--- src/rtl/mipi_csi_packet_rx.sv ---
// Single-lane CSI-2 packet decoder: splits each HS burst into header, payload
// and CRC, and emits sync pulses, a payload byte stream and error flags.
module mipi_csi_packet_rx #(
   parameter bit CHECK_CRC = 1'b1
) (
   input  logic        clk,
   input  logic        reset,
   input  logic        we,
   input  logic [7:0]  data,
   output logic        frame_start,
   output logic        frame_end,
   output logic        line_start,
   output logic        line_end,
   output logic        hdr_valid,
   output logic [5:0]  data_type,
   output logic [1:0]  virtual_channel,
   output logic [15:0] word_count,
   output logic        pix_valid,
   output logic [7:0]  pix_data,
   output logic        pix_last,
   output logic        pkt_done,
   output logic        crc_err,
   output logic        trunc_err
);

   typedef enum logic [1:0] {WAIT_LP, HDR, PAYLOAD, CRC} state_t;

   state_t      state;
   logic [1:0]  byte_cnt;   // header byte index, reused as CRC byte index
   logic [7:0]  di_q;
   logic [7:0]  wcl_q;
   logic [7:0]  wch_q;
   logic [15:0] pay_cnt;
   logic [15:0] crc;
   logic [7:0]  crc_lo;

   // CRC-16, reflected poly 0x8408, one byte LSB first
   function automatic logic [15:0] crc_byte(input logic [15:0] c, input logic [7:0] d);
      logic [15:0] r;
      r = c ^ {8'h00, d};
      for (int i = 0; i < 8; i++)
         r = r[0] ? ((r >> 1) ^ 16'h8408) : (r >> 1);
      return r;
   endfunction

   // Packet parser FSM; every output is a register, pulses default low each cycle
   always_ff @(posedge clk or posedge reset) begin
      if (reset) begin
         state           <= WAIT_LP;
         byte_cnt        <= 2'd0;
         di_q            <= 8'h00;
         wcl_q           <= 8'h00;
         wch_q           <= 8'h00;
         pay_cnt         <= 16'h0000;
         crc             <= 16'hFFFF;
         crc_lo          <= 8'h00;
         frame_start     <= 1'b0;
         frame_end       <= 1'b0;
         line_start      <= 1'b0;
         line_end        <= 1'b0;
         hdr_valid       <= 1'b0;
         data_type       <= 6'h00;
         virtual_channel <= 2'd0;
         word_count      <= 16'h0000;
         pix_valid       <= 1'b0;
         pix_data        <= 8'h00;
         pix_last        <= 1'b0;
         pkt_done        <= 1'b0;
         crc_err         <= 1'b0;
         trunc_err       <= 1'b0;
      end else begin
         frame_start <= 1'b0;
         frame_end   <= 1'b0;
         line_start  <= 1'b0;
         line_end    <= 1'b0;
         hdr_valid   <= 1'b0;
         pix_valid   <= 1'b0;
         pix_last    <= 1'b0;
         pkt_done    <= 1'b0;
         crc_err     <= 1'b0;
         trunc_err   <= 1'b0;

         case (state)
            // Discard the rest of a burst; LP marks the start of the next one
            WAIT_LP: begin
               if (!we) begin
                  state    <= HDR;
                  byte_cnt <= 2'd0;
               end
            end

            // DI, WC_L, WC_H, ECC; the ECC byte is not checked
            HDR: begin
               if (we) begin
                  byte_cnt <= byte_cnt + 2'd1;
                  case (byte_cnt)
                     2'd0: di_q  <= data;
                     2'd1: wcl_q <= data;
                     2'd2: wch_q <= data;
                     2'd3: begin
                        hdr_valid       <= 1'b1;
                        data_type       <= di_q[5:0];
                        virtual_channel <= di_q[7:6];
                        word_count      <= {wch_q, wcl_q};
                        crc             <= 16'hFFFF;
                        byte_cnt        <= 2'd0;
                        if (di_q[5:4] == 2'b00) begin
                           // short packet: sync codes live in DT 0x00..0x03
                           if (di_q[5:2] == 4'h0) begin
                              case (di_q[1:0])
                                 2'd0: frame_start <= 1'b1;
                                 2'd1: frame_end   <= 1'b1;
                                 2'd2: line_start  <= 1'b1;
                                 2'd3: line_end    <= 1'b1;
                              endcase
                           end
                           state <= WAIT_LP;
                        end else if ({wch_q, wcl_q} != 16'h0000) begin
                           pay_cnt <= {wch_q, wcl_q};
                           state   <= PAYLOAD;
                        end else begin
                           state <= CRC;
                        end
                     end
                  endcase
               end else if (byte_cnt != 2'd0) begin
                  // burst ended inside the header
                  trunc_err <= 1'b1;
                  byte_cnt  <= 2'd0;
               end
            end

            // Stream payload and fold it into the running CRC
            PAYLOAD: begin
               if (we) begin
                  pix_valid <= 1'b1;
                  pix_data  <= data;
                  crc       <= crc_byte(crc, data);
                  if (pay_cnt == 16'h0001) begin
                     pix_last <= 1'b1;
                     byte_cnt <= 2'd0;
                     state    <= CRC;
                  end else begin
                     pay_cnt <= pay_cnt - 16'h0001;
                  end
               end else begin
                  trunc_err <= 1'b1;
                  byte_cnt  <= 2'd0;
                  state     <= HDR;
               end
            end

            // CRC_L then CRC_H; trailing bytes are dropped in WAIT_LP
            CRC: begin
               if (we) begin
                  if (byte_cnt == 2'd0) begin
                     crc_lo   <= data;
                     byte_cnt <= 2'd1;
                  end else begin
                     pkt_done <= 1'b1;
                     crc_err  <= CHECK_CRC && ({data, crc_lo} != crc);
                     byte_cnt <= 2'd0;
                     state    <= WAIT_LP;
                  end
               end else begin
                  trunc_err <= 1'b1;
                  byte_cnt  <= 2'd0;
                  state     <= HDR;
               end
            end

            default: state <= WAIT_LP;
         endcase
      end
   end

endmodule

--- config.mk ---
export PLATFORM = sky130hd
export DESIGN_NAME = mipi_csi_packet_rx
export DESIGN_NICKNAME = d
export VERILOG_FILES = /design/src/rtl/mipi_csi_packet_rx.sv
export SDC_FILE = /design/constraint.sdc
export NUM_CORES = 1
export LEC_CHECK = 0
export BUFFER_PORTS_ARGS = -buffer_cell sky130_fd_sc_hd__buf_4
export CAP_MARGIN = 20
export CORE_UTILIZATION = 63
export CTS_CLUSTER_SIZE = 8
export DETAILED_ROUTE_END_ITERATION = 8
export GPL_ROUTABILITY_DRIVEN = 0
export PLACE_DENSITY = 0.84
export SYNTH_ARGS = -nofsm -noshare
export SYNTH_HDL_FRONTEND = slang
export SYNTH_SLANG_ARGS = --single-unit
--- constraint.sdc ---
create_clock -name clk -period 8.7 [get_ports clk]
set_clock_uncertainty 0.05 [all_clocks]
set_input_delay 0 -clock clk [delete_from_list [all_inputs] [get_ports clk]]
set_output_delay 0 -clock clk [all_outputs]
set_load 0.05 [all_outputs]
==> results by group, run 1 <==
Layout
  • Final Util: 0.746
  • Antenna diodes: 0
  • Signed area change from the synthesized netlist to the final layout: 13.5%
  • Area taken by multi-input logic gates: between 0.002 and 0.0025 mm²
  • Fraction of final layout cells with drive strength greater than 1: 0.251
  • Number of fill cells in the layout: 540
  • Fin area: around 0.006 mm²
  • Most common library cell in the layout ignoring fill and taps: dfrtp_1
  • Top library cells by usage in the layout, fill and taps aside: 94 x dfrtp_1, 83 x nand2_1, 54 x buf_4
  • Net count, final: 550
  • Sequential cell area: ~0.0028 mm²

Worst hold path
  • Worst min-delay path category: in -> async

Worst setup path
  • CP endpoint kind: flop
  • Setup crit start kind: flop
  • R2R depth: 7
  • CP Data Required Time: 8.94 ns
  • Arr. time, crit path: 3.66 ns
  • Worst-path fanout max: 32
  • Kind of critical path: reg -> reg

Timing
  • Final worst path period need: 3.42 ns
  • Worst slew pin tran: 0.854 ns
  • Setup repair after global routing missed its margin: false
  • Endpoints failing setup: 0
  • Highest Clock Rate: 293 MHz
  • Max-slew headroom at the worst pin: 0.430
  • Final number of hold-violating endpoints: 0
  • Setup TNS Final: 0 ns
  • Slew Viols, Final: 0
  • Final worst path period share: 0.393

Pwr
  • Worst VDD drop: between 200 and 250 µV
  • Total power: 2.26 mW
  • Power density over the cells: about 390 mW/mm²
  • Leakage power summed over all cells: about 2.7 nW

Clocking
  • Hold buffer count at cts: 10
  • Num Clock Sinks: 110
  • Library cell used as clock root buffer: clkbuf_8
  • CTS H-tree depth: 3
  • # Post-CTS Setup Buffers: 0
  • Clock Path Buffers: 2
  • Clock-pin transition on the worst setup and hold timing paths: 0.10 ns
  • Number of gates resized after cts: 0
  • CTS tree: yes
  • Clock buffer count from CTS: 9
  • Clock latency on the worst-skew pair: 0.37 ns

Global routing
  • Global-route met3 utilization: 0.0622
  • Global-route usage over all layers: 0.295
  • Met2 Resource Use GR: 0.498
  • Congestion Overflow GR: 0
  • Pin count of the biggest net entering global routing: 69
  • Antenna violations before repair: 0
  • Grt peak-use layer: met2
  • Wire length of the first global-routing pass: 19.0 mm
  • Vias in the first global route: 3811
  • Met1 GRT Util: 0.379

Yosys
  • Post-synth top flop: dfrtp_1
  • Fraction of the yosys area taken by sequential cells: 0.540
  • Number of synthesized flops with an enable pin: 0
  • Synthesized net count: between 500 and 600
  • Gate count after technology mapping: just under 500
  • Number of different library cells in the post-synthesis netlist: 54
  • Fraction of registers with async set/reset: 1.00
  • Average footprint of a synthesized cell: 10.6 µm²
  • Mapped Area: 0.00513 mm²
  • FF+latch count, synth: 110
  • Warnings, synthesis: 0

Drt
  • Post-detailed-route via-to-cell ratio: 5.92
  • Via count: 3786
  • DR pass1 iterations: 4
  • Drt wl/cell: about 18 µm
  • Antenna Nets Post-Route: 0
  • Post-route DRC: 0
  • Wirelength, routed: approximately 11 mm
  • First-iteration detailed-routing DRC count: a little over 200

Floorplan
  • Core Area: 0.00781 mm²
  • Die width: 92.3 µm
  • Die height: 92.3 µm
  • Starting Density: 0.658
  • Number of standard-cell rows in the floorplan: 32
  • Num ports: 53
  • DIE AREA: 0.00851 mm²

Status
  • Outcome: complete, no violations

Placed design
  • HPWL Detailed: 7.75 mm
  • Total of buffers placed on input and output ports: 52
  • Placed Instance Area: 0.00555 mm²

Run
  • Number of max-capacitance violations reported: 0
-- final cells by class --
cell class	instances	share of cell area
inverter	10	0.00687
multi-input combinational	337	0.378
sequential	110	0.476
clock buffer	13	0.0255
timing repair buffer	65	0.0887
clock inverter	3	0.00343
tap	102	0.0219
-- worst paths after layout --
path | slack [ns] | from | endpoint
setup / recovery | 5.28 | state[1] | pay_cnt[0]
hold reg to reg | 0.43 | di_q[6] | virtual_channel[0]
min in group clk | 0.41 | we | trunc_err
setup reg to reg | 5.28 | state[1] | pay_cnt[0]
hold / removal | 0.19 | reset | crc_lo[5]
max in group asynchronous | 7.17 | reset | wcl_q[3]
-- registers in the layout (all words and copies together), names as in the netlist, 2 cells and up --
name             count
byte_cnt             2
crc                 16
crc_lo               8
data_type            6
di_q                 8
pay_cnt             16
pix_data             8
state                2
virtual_channel      2
wch_q                8
wcl_q                8
word_count          16
-- layer usage --
metal,share of wire,wire length (µm),up-vias
met5,0,0,-
met4,0.022,252,0
met3,0.058,667,24
met2,0.50,5760,106
met1,0.42,4820,1900
li1,-,-,1756
-- stage by stage --
step / setup WS, ns / cells / hold WS [ns]
2_1_floorplan: 5.77 / 485 / 0.216
3_3_place_gp: 5.47 / 613 / 0.0267
3_5_place_dp: 5.33 / 613 / 0.0417
4_1_cts: 5.32 / 639 / 0.192
5_1_grt: 4.98 / 640 / 0.208
6_report: 5.28 / 640 / 0.185
-- synthesized netlist by cell type, types with 5 or more instances --
library cell / instances / share of area
nand2_1: 83 / 0.061
o21ai_0: 25 / 0.024
clkbuf_1: 20 / 0.015
xnor2_1: 28 / 0.048
nor3_1: 6 / 0.0058
dfstp_2: 16 / 0.082
o22a_1: 6 / 0.010
mux2_2: 40 / 0.088
a21oi_1: 31 / 0.030
xor2_1: 13 / 0.022
nor2_1: 31 / 0.023
inv_1: 9 / 0.0066
ha_1: 6 / 0.015
nor4_1: 8 / 0.0097
dfrtp_1: 94 / 0.46
nand4_1: 5 / 0.0061
-- cells by family (layout without fill, tap and decap cells) --
group	Yosys count	count (layout)	share of synthesized area
simple gates	166	166	0.156
compound gates	84	84	0.100
flops	110	110	0.540
mux	40	40	0.0877
xor+xnor	41	41	0.0699
fa+ha+maj	6	6	0.0146
buf+inv	38	91	0.0310
-- critical path, cell delays in order, from the launching register on --
cell,delay (ns)
dfrtp_1,0.58
nor2b_1,0.74
nand2_1,0.63
inv_1,0.52
a32oi_2,0.09
buf_4,0.25
or3_1,0.38
o21ai_1,0.10
-- power by group --
part           switching (mW)  internal (mW)  total [mW]
logic                   0.606          0.403        1.01
registers               0.220          0.753       0.973
clock network           0.166          0.114       0.279
(Power assumes the default switching activity.)
==> run 2, diff against run 1 <==
--- a/config.mk
+++ b/config.mk
@@ -7,11 +7,11 @@
 export LEC_CHECK = 0
 export BUFFER_PORTS_ARGS = -buffer_cell sky130_fd_sc_hd__buf_4
 export CAP_MARGIN = 20
-export CORE_UTILIZATION = 63
+export CORE_UTILIZATION = 59
 export CTS_CLUSTER_SIZE = 8
 export DETAILED_ROUTE_END_ITERATION = 8
 export GPL_ROUTABILITY_DRIVEN = 0
-export PLACE_DENSITY = 0.84
+export PLACE_DENSITY = 0.8
 export SYNTH_ARGS = -nofsm -noshare
 export SYNTH_HDL_FRONTEND = slang
 export SYNTH_SLANG_ARGS = --single-unit
==> constraint.sdc (replaced) <==
create_clock -name clk -period 3.4 [get_ports clk]
set_clock_uncertainty 0.05 [all_clocks]
set_input_delay 0 -clock clk [delete_from_list [all_inputs] [get_ports clk]]
set_output_delay 0 -clock clk [all_outputs]
set_load 0.05 [all_outputs]
==> results by group, run 2 (synthesized netlist as in run 1, its figures left out) <==
Floorplan
  • Die height: 95.3 µm
  • DIE AREA: roughly 0.0091 mm²
  • Die width: 95.3 µm
  • Core Area: 0.00830 mm²
  • Starting Density: 0.619
  • Num ports: 53
  • Number of standard-cell rows in the floorplan: 33

Global routing
  • Antenna violations before repair: 0
  • Congestion Overflow GR: 0
  • Wire length of the first global-routing pass: 17.7 mm
  • Vias in the first global route: 3630
  • Global-route usage over all layers: 0.263
  • Pin count of the biggest net entering global routing: between 80 and 90

Worst hold path
  • Hold-critical path depth: 3
  • Worst min-delay path category: in -> reg

Layout
  • Antenna diodes: 0
  • Number of fill cells in the layout: 623
  • Most common library cell in the layout ignoring fill and taps: dfrtp_1
  • Top library cells by usage in the layout, fill and taps aside: 94 x dfrtp_1, 83 x nand2_1, 59 x buf_4
  • Largest registers: crc: 16 flops, pay_cnt: 16 flops, word_count: 16 flops
  • Fraction of final layout cells with drive strength greater than 1: 0.263
  • Signed area change from the synthesized netlist to the final layout: 15.5%
  • Net count, final: 556

Clocking
  • CTS tree: yes
  • Clock Path Buffers: 2
  • Clock buffer count from CTS: 9
  • Clock latency on the worst-skew pair: 0.38 ns
  • Number of gates resized after cts: 0
  • CTS H-tree depth: 3
  • Num Clock Sinks: 110
  • Library cell used as clock root buffer: clkbuf_8
  • Clock-pin transition on the worst setup and hold timing paths: 0.10 ns
  • # Post-CTS Setup Buffers: 0
  • Hold buffer count at cts: 10

Worst setup path
  • Reg-to-reg setup timing slack: 0.90 ns
  • Setup crit start kind: flop
  • Arr. time, crit path: ~2.8 ns
  • RR Startpoint: state[1]
  • Kind of critical path: reg -> reg
  • R2R depth: 9
  • CP Capture Point: pay_cnt[0]
  • CP endpoint kind: flop
  • CP Data Required Time: 3.66 ns
  • Reg2Reg Capture Point: pay_cnt[0]
  • Worst setup path start: state[1]
  • Worst-path fanout max: 32

Drt
  • Post-detailed-route via-to-cell ratio: 5.81
  • Drt wl/cell: 17.1 µm
  • Post-route DRC: 0
  • Via count: 3769
  • Wirelength, routed: about 11 mm
  • Antenna Nets Post-Route: 0
  • First-iteration detailed-routing DRC count: approximately 220
  • DR pass1 iterations: 4

Timing
  • Highest Clock Rate: 401 MHz
  • Setup repair after global routing missed its margin: false
  • Endpoints failing setup: 0
  • Final worst path period need: 2.50 ns
  • Setup TNS Final: 0 ns
  • Final worst path period share: 0.734
  • Slew Viols, Final: 0
  • Max-slew headroom at the worst pin: 0.610
  • Final number of hold-violating endpoints: 0
  • Min Hold Slack: between 0.3 and 0.4 ns
  • Worst slew pin tran: between 0.5 and 0.6 ns

Pwr
  • Power density over the cells: 982 mW/mm²
  • Worst VDD drop: 650 µV
  • Leakage power summed over all cells: 2.74 nW

Placed design
  • HPWL Detailed: 7.60 mm
  • Total of buffers placed on input and output ports: 52

Run
  • Number of max-capacitance violations reported: 0

Status
  • Outcome: complete, no violations
==> run 2: cell types whose count changed in the layout (fill, tap and decap cells not counted), sizes merged <==
cell and change:
buf +5, clkbuf -4, clkinv +3, dlygate4sd3 +1, inv +1
==> run 2: critical path: stages (launching register included) <==
cell and delay, ns:
dfrtp_1 0.59, nor2b_1 0.18, buf_4 0.20, nand2_1 0.07, buf_4 0.20, inv_1 0.35, a32oi_2 0.09, buf_4 0.26
or3_1 0.36, o21ai_1 0.07
==> run 2: routing by layer <==
metal,wire (µm),up-vias,track usage
li1,-,1763,-
met1,4770,1895,0.328
met2,5730,87,0.440
met3,388,24,0.0574
met4,222,0,0.110
met5,0,-,0
==> run 2: final cells by class <==
| class | instances | area, µm² | share of cell area |
|---|---|---|---|
| repair buffers | 71 | 581 | 0.0979 |
| flip-flops and latches | 110 | 2770 | 0.468 |
| well taps | 105 | 131 | 0.0222 |
| clock buffers | 9 | 124 | 0.0209 |
| multi-input cells | 337 | 2200 | 0.371 |
| inverters | 10 | 40.0 | 0.00675 |
| clock inverters | 7 | 77.6 | 0.0131 |
==> run 2: worst min-delay path by stage <==
stage | slack [ns] | endpoint | from
2_1_floorplan | 0.22 | word_count[1] | we
3_3_place_gp | 0.22 | trunc_err | we
3_5_place_dp | 0.22 | trunc_err | we
4_1_cts | 0.36 | trunc_err | we
5_1_grt | 0.37 | trunc_err | we
6_report | 0.37 | trunc_err | we
==> run 2: per-stage QoR <==
step | power, mW | cells | area [µm²] | utilization | setup slack [ns]
5_1_grt | 6.18 | 649 | 5930 | 0.714 | 0.699
2_1_floorplan | 4.34 | 485 | 5130 | - | 0.474
3_3_place_gp | 4.96 | 621 | 5590 | 0.673 | 1.04
3_5_place_dp | 5.06 | 621 | 5590 | 0.673 | 0.958
4_1_cts | 5.84 | 647 | 5890 | 0.710 | 0.926
6_report | 5.82 | 649 | 5930 | 0.714 | 0.904
==> run 2: power breakdown <==
part           internal [mW]  switching [mW]  total [mW]  leakage, nW
clock network          0.292           0.482       0.774        0.103
registers               1.93           0.552        2.48         1.36
logic                   1.04            1.53        2.57         1.28
